==> src/rtl/hart_mem_pkg.sv <==
`default_nettype none
// ============================================================================
// Module   : hart_mem_pkg
// Purpose  : Shared types and defaults for the hart memory-port arbiter.
//            owner_t     - which requester owns the outstanding transaction
//            arb_state_t - arbiter state (idle / waiting on memory latency)
// Revision : 1.0 - initial release
// ============================================================================
package hart_mem_pkg;

  localparam int XLEN_DEFAULT = 32;

  typedef enum logic {
    OWNER_IF   = 1'b0,
    OWNER_DATA = 1'b1
  } owner_t;

  typedef enum logic {
    ST_IDLE = 1'b0,
    ST_WAIT = 1'b1
  } arb_state_t;

endpackage : hart_mem_pkg
`default_nettype wire

==> src/rtl/hart_mem_arb_pick.sv <==
`default_nettype none
// ============================================================================
// Module   : hart_mem_arb_pick
// Purpose  : Combinational winner selection between fetch and data requests.
//            Optional macro HART_ARB_ROUND_ROBIN_EN selects round-robin on
//            conflict (the requester that did not win last time wins);
//            otherwise data has fixed priority over fetch.
// Ports    : if_req, d_req  - pending requests
//            issue_ok       - the arbiter may start a transaction this cycle
//            last_winner    - previous winner (used only in round-robin mode)
//            grant_if/grant_d - one-hot (or zero) grant
// Revision : 1.0 - initial release
// ============================================================================
module hart_mem_arb_pick
  import hart_mem_pkg::*;
(
  input  logic if_req,
  input  logic d_req,
  input  logic issue_ok,
  input  logic last_winner,
  output logic grant_if,
  output logic grant_d
);

`ifdef HART_ARB_ROUND_ROBIN_EN
  always_comb begin
    grant_if = 1'b0;
    grant_d  = 1'b0;
    if (issue_ok) begin
      if (if_req && d_req) begin
        // Conflict: hand the port to whoever did not win last time.
        if (last_winner == OWNER_DATA) grant_if = 1'b1;
        else                           grant_d  = 1'b1;
      end else begin
        grant_if = if_req;
        grant_d  = d_req;
      end
    end
  end
`else
  // Fixed priority: data always beats fetch; last_winner is not consulted.
  logic unused_last_winner;
  assign unused_last_winner = last_winner;

  always_comb begin
    grant_if = 1'b0;
    grant_d  = 1'b0;
    if (issue_ok) begin
      grant_d  = d_req;
      grant_if = if_req && !d_req;
    end
  end
`endif

endmodule : hart_mem_arb_pick
`default_nettype wire

==> src/rtl/hart_mem_arbiter.sv <==
`default_nettype none
// ============================================================================
// Module   : hart_mem_arbiter
// Purpose  : Shares the hart's single memory port between instruction fetch
//            and load/store. One transaction outstanding, fixed read latency
//            MEM_LATENCY (1..4). Grants and the memory strobe are issued
//            combinationally; the response is routed back to the owner.
//            Optional macro HART_ARB_ROUND_ROBIN_EN enables round-robin
//            arbitration on conflict (default: data has fixed priority).
// Ports    : clk, reset (sync, active-high)
//            if_req/if_addr -> if_gnt, if_rvalid/if_rdata   fetch side
//            d_req/d_we/d_addr/d_wdata/d_wmask -> d_gnt, d_rvalid/d_rdata
//            mem_en/mem_we/mem_addr/mem_wdata/mem_wmask <- mem_rdata
// Revision : 1.0 - initial release
// ============================================================================
module hart_mem_arbiter
  import hart_mem_pkg::*;
#(
  parameter int XLEN        = XLEN_DEFAULT,
  parameter int ADDR_W      = 32,
  parameter int MEM_LATENCY = 1
) (
  input  logic              clk,
  input  logic              reset,
  input  logic              if_req,
  input  logic [ADDR_W-1:0] if_addr,
  output logic              if_gnt,
  output logic              if_rvalid,
  output logic [XLEN-1:0]   if_rdata,
  input  logic              d_req,
  input  logic              d_we,
  input  logic [ADDR_W-1:0] d_addr,
  input  logic [XLEN-1:0]   d_wdata,
  input  logic [XLEN/8-1:0] d_wmask,
  output logic              d_gnt,
  output logic              d_rvalid,
  output logic [XLEN-1:0]   d_rdata,
  output logic              mem_en,
  output logic              mem_we,
  output logic [ADDR_W-1:0] mem_addr,
  output logic [XLEN-1:0]   mem_wdata,
  output logic [XLEN/8-1:0] mem_wmask,
  input  logic [XLEN-1:0]   mem_rdata
);

  localparam logic [2:0] LAT_INIT = 3'(MEM_LATENCY);

  arb_state_t state, state_nxt;
  owner_t     owner, owner_nxt;
  logic       owner_we, owner_we_nxt;
  logic [2:0] lat_cnt, lat_cnt_nxt;

  logic resp_cycle;
  logic issue_ok;
  logic grant_if;
  logic grant_d;
  owner_t last_winner;

  // lat_cnt==1 in WAIT is the response cycle, which doubles as an issue slot
  // so that back-to-back transactions sustain one per MEM_LATENCY cycles.
  // Everything is masked while reset is high so outputs read zero.
  assign resp_cycle = (state == ST_WAIT) && (lat_cnt == 3'd1) && !reset;
  assign issue_ok   = !reset && ((state == ST_IDLE) || resp_cycle);

  hart_mem_arb_pick u_pick (
    .if_req      (if_req),
    .d_req       (d_req),
    .issue_ok    (issue_ok),
    .last_winner (last_winner),
    .grant_if    (grant_if),
    .grant_d     (grant_d)
  );

`ifdef HART_ARB_ROUND_ROBIN_EN
  always_ff @(posedge clk) begin
    if (reset)         last_winner <= OWNER_DATA;
    else if (grant_d)  last_winner <= OWNER_DATA;
    else if (grant_if) last_winner <= OWNER_IF;
  end
`else
  assign last_winner = OWNER_DATA;
`endif

  // Grant and memory request side.
  assign if_gnt = grant_if;
  assign d_gnt  = grant_d;
  assign mem_en = grant_if || grant_d;

  always_comb begin
    mem_we    = 1'b0;
    mem_addr  = '0;
    mem_wdata = '0;
    mem_wmask = '0;
    if (grant_d) begin
      mem_we    = d_we;
      mem_addr  = d_addr;
      mem_wdata = d_wdata;
      mem_wmask = d_wmask;
    end else if (grant_if) begin
      mem_addr  = if_addr;
    end
  end

  // Response side: route to the owner; stores return a zero data ack.
  assign if_rvalid = resp_cycle && (owner == OWNER_IF);
  assign d_rvalid  = resp_cycle && (owner == OWNER_DATA);
  assign if_rdata  = if_rvalid ? mem_rdata : '0;
  assign d_rdata   = (d_rvalid && !owner_we) ? mem_rdata : '0;

  // Next-state logic.
  always_comb begin
    state_nxt    = state;
    owner_nxt    = owner;
    owner_we_nxt = owner_we;
    lat_cnt_nxt  = lat_cnt;
    if (mem_en) begin
      state_nxt    = ST_WAIT;
      owner_nxt    = grant_d ? OWNER_DATA : OWNER_IF;
      owner_we_nxt = grant_d && d_we;
      lat_cnt_nxt  = LAT_INIT;
    end else if (state == ST_WAIT) begin
      if (lat_cnt == 3'd1) begin
        state_nxt   = ST_IDLE;
        lat_cnt_nxt = 3'd0;
      end else begin
        lat_cnt_nxt = lat_cnt - 3'd1;
      end
    end
  end

  always_ff @(posedge clk) begin
    if (reset) begin
      state    <= ST_IDLE;
      owner    <= OWNER_IF;
      owner_we <= 1'b0;
      lat_cnt  <= 3'd0;
    end else begin
      state    <= state_nxt;
      owner    <= owner_nxt;
      owner_we <= owner_we_nxt;
      lat_cnt  <= lat_cnt_nxt;
    end
  end

endmodule : hart_mem_arbiter
`default_nettype wire

==> config.mk <==
export PLATFORM = sky130hd
export DESIGN_NAME = hart_mem_arbiter
export DESIGN_NICKNAME = d
export VERILOG_FILES = /design/src/rtl/hart_mem_pkg.sv /design/src/rtl/hart_mem_arb_pick.sv /design/src/rtl/hart_mem_arbiter.sv
export SDC_FILE = /design/constraint.sdc
export NUM_CORES = 1
export LEC_CHECK = 0
export ABC_AREA = 1
export CORE_AREA = 2 2 107 109
export CTS_BUF_LIST = sky130_fd_sc_hd__clkbuf_2 sky130_fd_sc_hd__clkbuf_4 sky130_fd_sc_hd__clkbuf_8
export DETAILED_ROUTE_END_ITERATION = 12
export DIE_AREA = 0 0 109 111
export HOLD_SLACK_MARGIN = 0.15
export MAX_ROUTING_LAYER = met4
export SETUP_SLACK_MARGIN = 0.5
export SLEW_MARGIN = 30
export SYNTH_ARGS = -nofsm -noshare
export SYNTH_HDL_FRONTEND = slang
export SYNTH_SLANG_ARGS = --single-unit
==> constraint.sdc <==
create_clock -name clk -period 1.75 [get_ports clk]
set_clock_uncertainty 0.2 [all_clocks]
set_input_delay 0.2625 -clock clk [delete_from_list [all_inputs] [get_ports clk]]
set_output_delay 0.2625 -clock clk [all_outputs]
set_load 0.1 [all_outputs]
==> flow_summary_export.csv, run 1 <==
group,metric,value,unit
status,status,"complete, but fails checks",
status,violations,"negative setup slack",
clocking,numCtsBuffers,3,
synth,synth_nets,467,
cells_and_area,fin_nets,789,
placed_design,gp_congestion,0.775,
sta,drv_slew,0,
placed_design,dp_hpwl,10300,µm
drt,wire_per_inst,15.4,µm
clocking,tritoncts,"built",
setup_path,cp_max_fo,8,
die,initial_core_util,13.5,%
synth,synth_most_common_cell,"nand2_1",
power_and_ir_drop,power.internal,1.34,mW
sta,grt_setup_unrepaired,"yes",
sta,timing.fmax,0.446,GHz
cells_and_area,drive_gt1_share,65.4,%
die,chipHeight,111,µm
power_and_ir_drop,switching_share,53.6,%
setup_path,endpoint,"mem_addr[4]",
grt,first_global_vias,3496,
sta,layout_setup_ws,-490,ps
clocking,cts_htree_levels,1,
sta,post-route-period-util,128,%
die,rows,39,
synth,synth_commonest_cells,"nand2_1, nor2_1, inv_1, buf_6, dfxtp_1",
drt,wirelength,12200,µm
sta,min_period,2240,ps
clocking,clk_latency,240,ps
setup_path,crit_path_end_kind,"output pin",
die,io_pins,275,
power_and_ir_drop,seqPwrFrac,5.6,%
sta,finalHoldViolCount,0,
sta,tns,-61790,ps
synth,synth_area_per_cell,4.55,µm²
grt,antenna_found_initial,0,
synth,synth_edf_count,0,
sta,max-slew-margin-rel,84.1,%
die,core_region_area,11100,µm²
drt,drc,0,
synth,synth_cell_types,20,
cells_and_area,post_layout_nonfiller_instances,791,
clocking,clk_path_buf_depth,2,
placed_design,dp_cells,767,
sta,worst_pin_slew,238,ps
setup_path,cp_data_required_time,1290,ps
placed_design,place_area,7890,µm²
setup_path,r2r_start,"lat_cnt[1]",
synth,synth_area,1490,µm²
cells_and_area,area_growth,469,%
synth,yosys.area.top_type,"nand2_1",
clocking,cts_sinks,6,
clocking,ctsHoldBuffers,0,
clocking,clockRootBuffer,"clkbuf_8",
cells_and_area,final_area,8500,µm²
synth,yosys.area.top_type_share,26.6,%
power_and_ir_drop,p_leak,3.37,nW
die,die_w,109,µm
setup_path,reg2reg_depth,10,
setup_path,cp-start-kind,"register",
setup_path,r2r-end,"owner_we",
synth,synth_area_leaders,"nand2_1, nor2_1, inv_1, dfxtp_1, buf_6",
placed_design,port_buffers,274,
drt,drt_pass1_iterations,4,
cells_and_area,n_antenna_cell,0,
grt,grt.total_usage,19.4,%
die,dieArea,12100,µm²
clocking,path_clk_slew,40,ps
grt,grt_pass1_wl,17700,µm
setup_path,rrSetupSlack,220,ps
grt,grt_max_degree,18,
setup_path,critPathKind,"register to output pin",
synth,synth-async-reset-ratio,0,%
drt,viasPerCell,4.09,
setup_path,arrival,1780,ps
sta,setup_viol,138,
drt,dr_total_vias,3232,
power_and_ir_drop,p_per_area,341,nW/µm²
synth,yosys_register_bits,6,
synth,synth_warnings,0,
synth,netlist_instances,328,
job,drv_cap,0,
drt,ant_nets,0,
power_and_ir_drop,p_clk_share,7.7,%
power_and_ir_drop,power_frac_comb,86.7,%
synth,synth_top_flop_cell,"dfxtp_1",
drt,first_iter_violations,63,
power_and_ir_drop,power.switching,1.55,mW
synth,ys_seq_area_share,8.04,%
power_and_ir_drop,irDropWorstVdd,0.220,mV
grt,overflow,0,
setup_path,startpoint,"lat_cnt[1]",
hold_path,hold_path_class,"register to register",
[cell families after synthesis]
logic type | share of synthesized area [%]
buffers and inverters | 30.7
DFF | 8.04
adders and majority gates | 1.67
and+or+nand+nor | 57.7
AOI/OAI and AO/OA | 1.93
[critical path: stages, from the launching register on]
cell     delay [ps]
dfxtp_2         310
inv_2            60
ha_4            140
nand2_4          50
nand2_4          70
nand4_1         160
inv_4           190
buf_12          220
nand2_4          90
nand2_8          80
buf_12          160
[layout make-up]
type | instances | area [µm²]
Timing Repair Buffer | 333 | 4960
Sequential cell | 6 | 123
Multi-Input combinational cell | 225 | 2870
Inverter | 81 | 327
Clock buffer | 3 | 41.3
Tap cell | 143 | 179
Fill cell | 702 | 2570
[flip-flops by register name, summed over array words and instances (netlist names)]
register  cells
state         1
lat_cnt       3
owner_we      1
owner         1
[placed cells by master, fill, tap and decap left out, types with 6 or more instances in the layout]
cell type / netlist / final
nor2_4: 0 / 101
clkdlybuf4s50_1: 0 / 135
clkbuf_16: 0 / 6
nand2_2: 2 / 33
nand2_4: 0 / 8
buf_6: 6 / 13
nand2_8: 0 / 62
buf_4: 4 / 21
buf_12: 0 / 153
inv_1: 77 / 73
[through the flow]
stage / setup slack (ps) / utilization, % / power [mW] / hold slack, ps
2_1_floorplan: -1090 / - / 1.54 / 124
3_3_place_gp: -464 / 71.2 / 2.50 / 255
3_5_place_dp: -469 / 71.2 / 2.52 / 261
4_1_cts: -489 / 73.6 / 2.81 / 268
5_1_grt: -577 / 76.8 / 3.00 / 299
6_report: -490 / 76.8 / 2.89 / 281
[power groups by stage]
stage | clock [mW] | combinational [mW] | sequential, mW
final | 0.223 | 2.51 | 0.162
after CTS | 0.228 | 2.43 | 0.160
after floorplan | 0 | 1.38 | 0.162
after global placement | 0 | 2.33 | 0.162
after global routing | 0.240 | 2.59 | 0.163
after detailed placement | 0 | 2.36 | 0.163
[worst min path at each step]
stage	from	endpoint	slack, ps	cells past startpoint
final	owner_we	owner_we	280	2
after global routing	owner_we	owner_we	300	2
after CTS	owner_we	owner_we	270	2
after detailed placement	owner_we	owner_we	260	2
after global placement	owner_we	owner_we	260	2
after floorplan	reset	lat_cnt[0]	120	1
[routing by layer]
layer	track usage [%]	vias up	part of all wire [%]
met5	-	-	0
met4	5.47	0	2.2
met3	4.70	20	9.7
met2	37.8	181	58
met1	18.3	1472	30
li1	-	1559	-
[what timing repair did]
item	4_1_cts	5_1_grt
pin swaps	11	38
gates resized for setup	25	39
setup endpoints to repair	144	144
buffers inserted	9	5
gates cloned	1	6
hold endpoints to repair	0	0
No activity file was read; power rests on OpenSTA's default activity.
==> run 2: changes to the inputs <==
--- a/config.mk
+++ b/config.mk
@@ -6,10 +6,10 @@
 export NUM_CORES = 1
 export LEC_CHECK = 0
 export ABC_AREA = 1
-export CORE_AREA = 2 2 107 109
+export CORE_AREA = 3 3 105 107
 export CTS_BUF_LIST = sky130_fd_sc_hd__clkbuf_2 sky130_fd_sc_hd__clkbuf_4 sky130_fd_sc_hd__clkbuf_8
 export DETAILED_ROUTE_END_ITERATION = 12
-export DIE_AREA = 0 0 109 111
+export DIE_AREA = 0 0 108 110
 export HOLD_SLACK_MARGIN = 0.15
 export MAX_ROUTING_LAYER = met4
 export SETUP_SLACK_MARGIN = 0.5
==> run 2 against run 1 <==
Effect of this change: the run still ends with negative setup slack left; fmax decreased by 4.3%; critical path depth increased by 1; combinational power about the same; sequential power about the same; via count increased by 0.65%; hold slack improved by 8.1 ps; wire length increased by 6.7%; global-route usage increased by 2.1 points.
==> flow_summary_export.csv, run 2 (synthesis results as in run 1) <==
group,metric,value,unit
drt,wire_per_inst,16.6,µm
clocking,numCtsBuffers,3,
sta,max-slew-margin-rel,84.5,%
sta,finalHoldViolCount,0,
setup_path,cp-start-kind,"register",
grt,grt_max_degree,14,
drt,wirelength,13000,µm
die,chipHeight,110,µm
setup_path,rrSetupSlack,-280,ps
sta,layout_setup_ws,-591,ps
status,status,"complete, but fails checks",
drt,dr_total_vias,3253,
sta,worst_pin_slew,232,ps
sta,timing.fmax,0.427,GHz
drt,drt_pass1_iterations,4,
clocking,clk_path_buf_depth,2,
job,drv_cap,0,
clocking,cts_htree_levels,1,
sta,post-route-period-util,134,%
power_and_ir_drop,p_per_area,343,nW/µm²
cells_and_area,fin_nets,788,
cells_and_area,largest_register_ffs,3,
grt,antenna_found_initial,0,
status,violations,"negative setup slack",
clocking,cts_sinks,6,
drt,ant_nets,0,
clocking,path_clk_slew,40,ps
drt,viasPerCell,4.15,
placed_design,gp_congestion,0.708,
die,io_pins,275,
power_and_ir_drop,p_leak,3.37,nW
setup_path,cp_data_required_time,1290,ps
cells_and_area,drive_gt1_share,63.5,%
sta,drv_slew,0,
clocking,tritoncts,"built",
cells_and_area,multi_input_area,2790,µm²
clocking,clockRootBuffer,"clkbuf_8",
die,initial_core_util,14.6,%
grt,first_global_vias,3522,
sta,tns,-69710,ps
cells_and_area,final_cell_mix,"buf_12, clkdlybuf4s50_1, nor2_4, inv_1, nand2_8",
power_and_ir_drop,irDropWorstVdd,0.229,mV
sta,setup_viol,143,
sta,grt_setup_unrepaired,"yes",
die,dieArea,11900,µm²
cells_and_area,final_common_cell,"buf_12",
clocking,clk_latency,240,ps
placed_design,dpl_worst_slack,-460,ps
drt,first_iter_violations,96,
placed_design,dp_cells,757,
cells_and_area,area_growth,461,%
setup_path,crit_chain,"inv_2 > ha_4 > nand2_2 > nand2_2 > nand4_1 > inv_4 > buf_6 > buf_12 > nand2_8 > nand2_8 > buf_12",
die,core_region_area,10200,µm²
setup_path,slowest_delay,320,ps
cells_and_area,top_register,"lat_cnt",
die,die_w,108,µm
hold_path,hold_path_class,"register to register",
cells_and_area,n_antenna_cell,0,
setup_path,worst_path_max_delay_cell,"dfxtp_2",
placed_design,dp_hpwl,10800,µm
sta,min_period,2340,ps
grt,grt.total_usage,21.5,%
placed_design,port_buffers,274,
clocking,ctsHoldBuffers,0,
drt,drc,0,
setup_path,crit_path_end_kind,"output pin",
cells_and_area,regArea,123,µm²
cells_and_area,post_layout_nonfiller_instances,783,
cells_and_area,n_fill_cell,582,
grt,overflow,0,
die,rows,37,
setup_path,arrival,1880,ps
setup_path,critPathKind,"register to output pin",
grt,grt_pass1_wl,19000,µm
setup_path,cp_max_fo,7,
[run 2: changes by cell type in the layout (fill, tap and decap cells not counted), moves of 2 or more]
cell / change
nand2_1: +9
nor2_2: -2
buf_16: +2
nor2_1: +2
nand2_8: -4
clkbuf_16: -4
buf_4: +3
buf_12: +2
buf_6: -4
nand2_2: -8
nand2_4: +3
[run 2: final cells by class]
type | count | area share (%)
clock buffer | 3 | 0.492
timing repair buffer | 332 | 58.9
multi-input combinational | 225 | 33.3
inverter | 81 | 3.89
sequential | 6 | 1.46
tap | 136 | 2.03
[run 2: timing repair]
item	4_1_cts	5_1_grt
setup buffers	12	5
endpoints found under the setup margin	144	144
gates resized for setup	33	10
gates cloned	4	2
pin swaps	28	7
[run 2: where the power goes]
part / switching, mW / total (mW) / internal (mW)
Combinational: 1.46 / 2.48 / 1.02
Clock: 0.0844 / 0.234 / 0.150
Sequential: 0.0113 / 0.162 / 0.151
[run 2: path summary, 6_finish.rpt]
check                           startpoint     endpoint  cells after the start
worst max-delay path            lat_cnt[1]  mem_addr[5]                     11
worst min-delay path                 owner        owner                      2
worst min register to register       owner        owner                      2
worst max register to register  lat_cnt[1]   lat_cnt[1]                     13
[run 2: through the flow]
| step | hold WS, ps | total power, mW | area [µm²] | util [%] |
|---|---|---|---|---|
| finish | 289 | 2.88 | 8390 | 82.0 |
| global route | 322 | 2.97 | 8390 | 82.0 |
| CTS | 273 | 2.85 | 8260 | 80.8 |
| detailed placement | 267 | 2.51 | 7840 | 76.7 |
| global placement | 257 | 2.49 | 7840 | 76.7 |
| floorplan | 124 | 1.54 | 3360 | - |
[run 2: per-layer routing]
| metal | vias to the layer above | GRT usage [%] | part of all wire, % | wire length (µm) |
|---|---|---|---|---|
| met5 | - | - | 0 | 0 |
| met1 | 1509 | 19.3 | 29 | 3810 |
| li1 | 1555 | - | - | - |
| met2 | 175 | 43.6 | 59 | 7680 |
| met3 | 14 | 6.41 | 10 | 1320 |
| met4 | 0 | 5.68 | 1.7 | 225 |
[run 2: critical path, delay by kind of cell (launching register included)]
kind | cells | cell delay [ps]
AND/OR/NAND/NOR | 5 | 450
adder cells (fa/ha/maj) | 1 | 150
buffers and inverters | 5 | 730
flip-flops | 1 | 320
==> run 3: changes to the inputs <==
--- a/config.mk
+++ b/config.mk
@@ -6,14 +6,15 @@
 export NUM_CORES = 1
 export LEC_CHECK = 0
 export ABC_AREA = 1
-export CORE_AREA = 3 3 105 107
+export CORE_AREA = 3 3 107 109
 export CTS_BUF_LIST = sky130_fd_sc_hd__clkbuf_2 sky130_fd_sc_hd__clkbuf_4 sky130_fd_sc_hd__clkbuf_8
 export DETAILED_ROUTE_END_ITERATION = 12
-export DIE_AREA = 0 0 108 110
+export DIE_AREA = 0 0 110 112
 export HOLD_SLACK_MARGIN = 0.15
 export MAX_ROUTING_LAYER = met4
 export SETUP_SLACK_MARGIN = 0.5
 export SLEW_MARGIN = 30
 export SYNTH_ARGS = -nofsm -noshare
 export SYNTH_HDL_FRONTEND = slang
+export SYNTH_HIERARCHICAL = 1
 export SYNTH_SLANG_ARGS = --single-unit
==> constraint.sdc (replaced) <==
create_clock -name clk -period 3 [get_ports clk]
set_clock_uncertainty 0.2 [all_clocks]
set_input_delay 0.45 -clock clk [delete_from_list [all_inputs] [get_ports clk]]
set_output_delay 0.45 -clock clk [all_outputs]
set_load 0.1 [all_outputs]
==> run 3 against run 2 <==
Effect of this change: the run now ends clean; hold slack worse by 19 ps; highest routed layer unchanged; synthesized area up 0.67%; largest power group unchanged; die area up 3.7%; sequential power down 40%; largest cell class unchanged.
==> flow_summary_export.csv, run 3 <==
group,metric,value,unit
placed_design,gp_congestion,0.743,
sta,drv_slew,0,
die,die_w,110,µm
setup_path,cp-start-kind,"register",
clocking,tritoncts,"built",
die,dieArea,12300,µm²
placed_design,port_buffers,274,
drt,wirelength,12000,µm
sta,timing.fmax,0.390,GHz
cells_and_area,top_register,"lat_cnt",
sta,tns,0,ps
power_and_ir_drop,design_power_total,1.55,mW
cells_and_area,n_antenna_cell,0,
setup_path,slowest_delay,320,ps
sta,grt_setup_unrepaired,"yes",
placed_design,dp_hpwl,9240,µm
drt,wire_per_inst,17.1,µm
grt,antenna_found_initial,0,
power_and_ir_drop,p_per_area,211,nW/µm²
synth,synth_nets,408,
cells_and_area,largest_register_ffs,3,
cells_and_area,final_cell_mix,"buf_12, clkdlybuf4s50_1, nor2_4, inv_1, clkinvlp_4",
cells_and_area,final_common_cell,"buf_12",
clocking,numCtsBuffers,3,
hold_path,worst_hold_path.num_cells,2,
status,status,"finished, final reports clean",
sta,worst_pin_slew,660,ps
synth,netlist_instances,269,
setup_path,critPathKind,"register to output pin",
hold_path,min_from,"lat_cnt[2]",
synth,synth_warnings,6,
setup_path,crit_chain,"inv_2 > ha_4 > nand2_4 > a21oi_4 > nand2_2 > clkinvlp_4 > nor2_4 > buf_4 > buf_12 > a22o_4 > buf_12",
drt,ant_nets,0,
cells_and_area,drive_gt1_share,64.8,%
clocking,clk_path_buf_depth,2,
clocking,clockRootBuffer,"clkbuf_8",
setup_path,arrival,1910,ps
cells_and_area,area_growth,390,%
setup_path,r2r-end,"owner_we",
sta,max-slew-margin-rel,56.0,%
grt,grt_pass1_wl,16100,µm
cells_and_area,fin_nets,704,
clocking,cts_htree_levels,1,
grt,overflow,0,
drt,drt_pass1_iterations,3,
setup_path,critPathMostFrequentCell,"buf_12",
die,chipHeight,112,µm
sta,setup_viol,0,
drt,drc,0,
setup_path,crit_path_end_kind,"output pin",
setup_path,cp_data_required_time,2350,ps
power_and_ir_drop,irDropWorstVdd,0.195,mV
die,core_region_area,10700,µm²
cells_and_area,n_fill_cell,769,
grt,grt_max_degree,34,
grt,first_global_vias,3287,
clocking,path_clk_slew,40,ps
sta,finalHoldViolCount,0,
hold_path,min_to,"lat_cnt[2]",
synth,synth_area,1500,µm²
grt,grt.total_usage,17.1,%
setup_path,reg2reg_depth,12,
power_and_ir_drop,p_leak,2.99,nW
clocking,ctsHoldBuffers,0,
job,drv_cap,0,
die,rows,38,
die,io_pins,275,
drt,dr_total_vias,2976,
setup_path,worst_path_max_delay_cell,"dfxtp_2",
clocking,clk_latency,230,ps
clocking,cts_sinks,6,
drt,viasPerCell,4.23,
synth,synth_area_per_cell,5.59,µm²
sta,min_period,2560,ps
setup_path,r2r_start,"lat_cnt[1]",
die,initial_core_util,14.1,%
setup_path,cp_max_fo,8,
sta,post-route-period-util,85.5,%
drt,first_iter_violations,45,
hold_path,hold_path_class,"register to register",
setup_path,rrSetupSlack,1140,ps
-- run 3: repair_timing --
| action | in CTS | in global routing |
|---|---|---|
| pin swaps | 6 | 4 |
| buffers inserted | 9 | 5 |
| gates resized for setup | 25 | 92 |
| gates cloned | 4 | 10 |
| endpoints found under the setup margin | 128 | 128 |
-- run 3: worst max path at each step --
| stage | start | end | slack [ps] | cells past startpoint |
|---|---|---|---|---|
| 2_1_floorplan | lat_cnt[1] | if_rdata[22] | 110 | 7 |
| 3_3_place_gp | reset | mem_addr[20] | 280 | 9 |
| 3_5_place_dp | reset | mem_addr[19] | 240 | 9 |
| 4_1_cts | lat_cnt[1] | mem_addr[20] | 440 | 11 |
| 5_1_grt | lat_cnt[1] | mem_addr[20] | 340 | 12 |
| 6_report | lat_cnt[1] | mem_addr[20] | 440 | 11 |
-- run 3: power breakdown --
part | switching [mW] | total (mW) | internal [mW]
Clock | 0.0389 | 0.125 | 0.0865
Sequential | 0.00948 | 0.0976 | 0.0882
Combinational | 0.762 | 1.33 | 0.566
Total | 0.810 | 1.55 | 0.740
-- run 3: cell type report --
type,count,area [µm²],share of cell area (%)
flip-flops and latches,6,124,1.68
inverters,82,447,6.07
repair buffers,306,4680,63.6
clock buffers,3,41.3,0.561
multi-input cells,166,1890,25.7
well taps,140,175,2.38
-- run 3: worst max-delay path: cells and delay by family, from the launching register on --
| family | cells | cell delay, ps |
|---|---|---|
| buffers and inverters | 5 | 640 |
| AND/OR/NAND/NOR | 3 | 200 |
| adder cells (fa/ha/maj) | 1 | 140 |
| flip-flops | 1 | 320 |
| AO/OA/AOI/OAI | 2 | 390 |
-- run 3: layer usage --
metal	vias to the layer above	GRT usage, %	share of wire [%]
met2	187	33.5	56
met5	-	-	0
met3	25	4.87	11
met1	1372	15.4	30
li1	1392	-	-
met4	0	4.90	2.8
-- run 3: metrics by stage --
| step | utilization [%] | hold WS [ps] | area, µm² | cells | worst slack [ps] |
|---|---|---|---|---|---|
| global placement | 59.8 | 248 | 6400 | 672 | 278 |
| CTS | 62.9 | 270 | 6730 | 688 | 441 |
| floorplan | - | 240 | 2180 | 269 | 115 |
| detailed placement | 59.8 | 264 | 6400 | 672 | 237 |
| finish | 68.8 | 270 | 7360 | 703 | 435 |
| global route | 68.8 | 292 | 7360 | 703 | 343 |
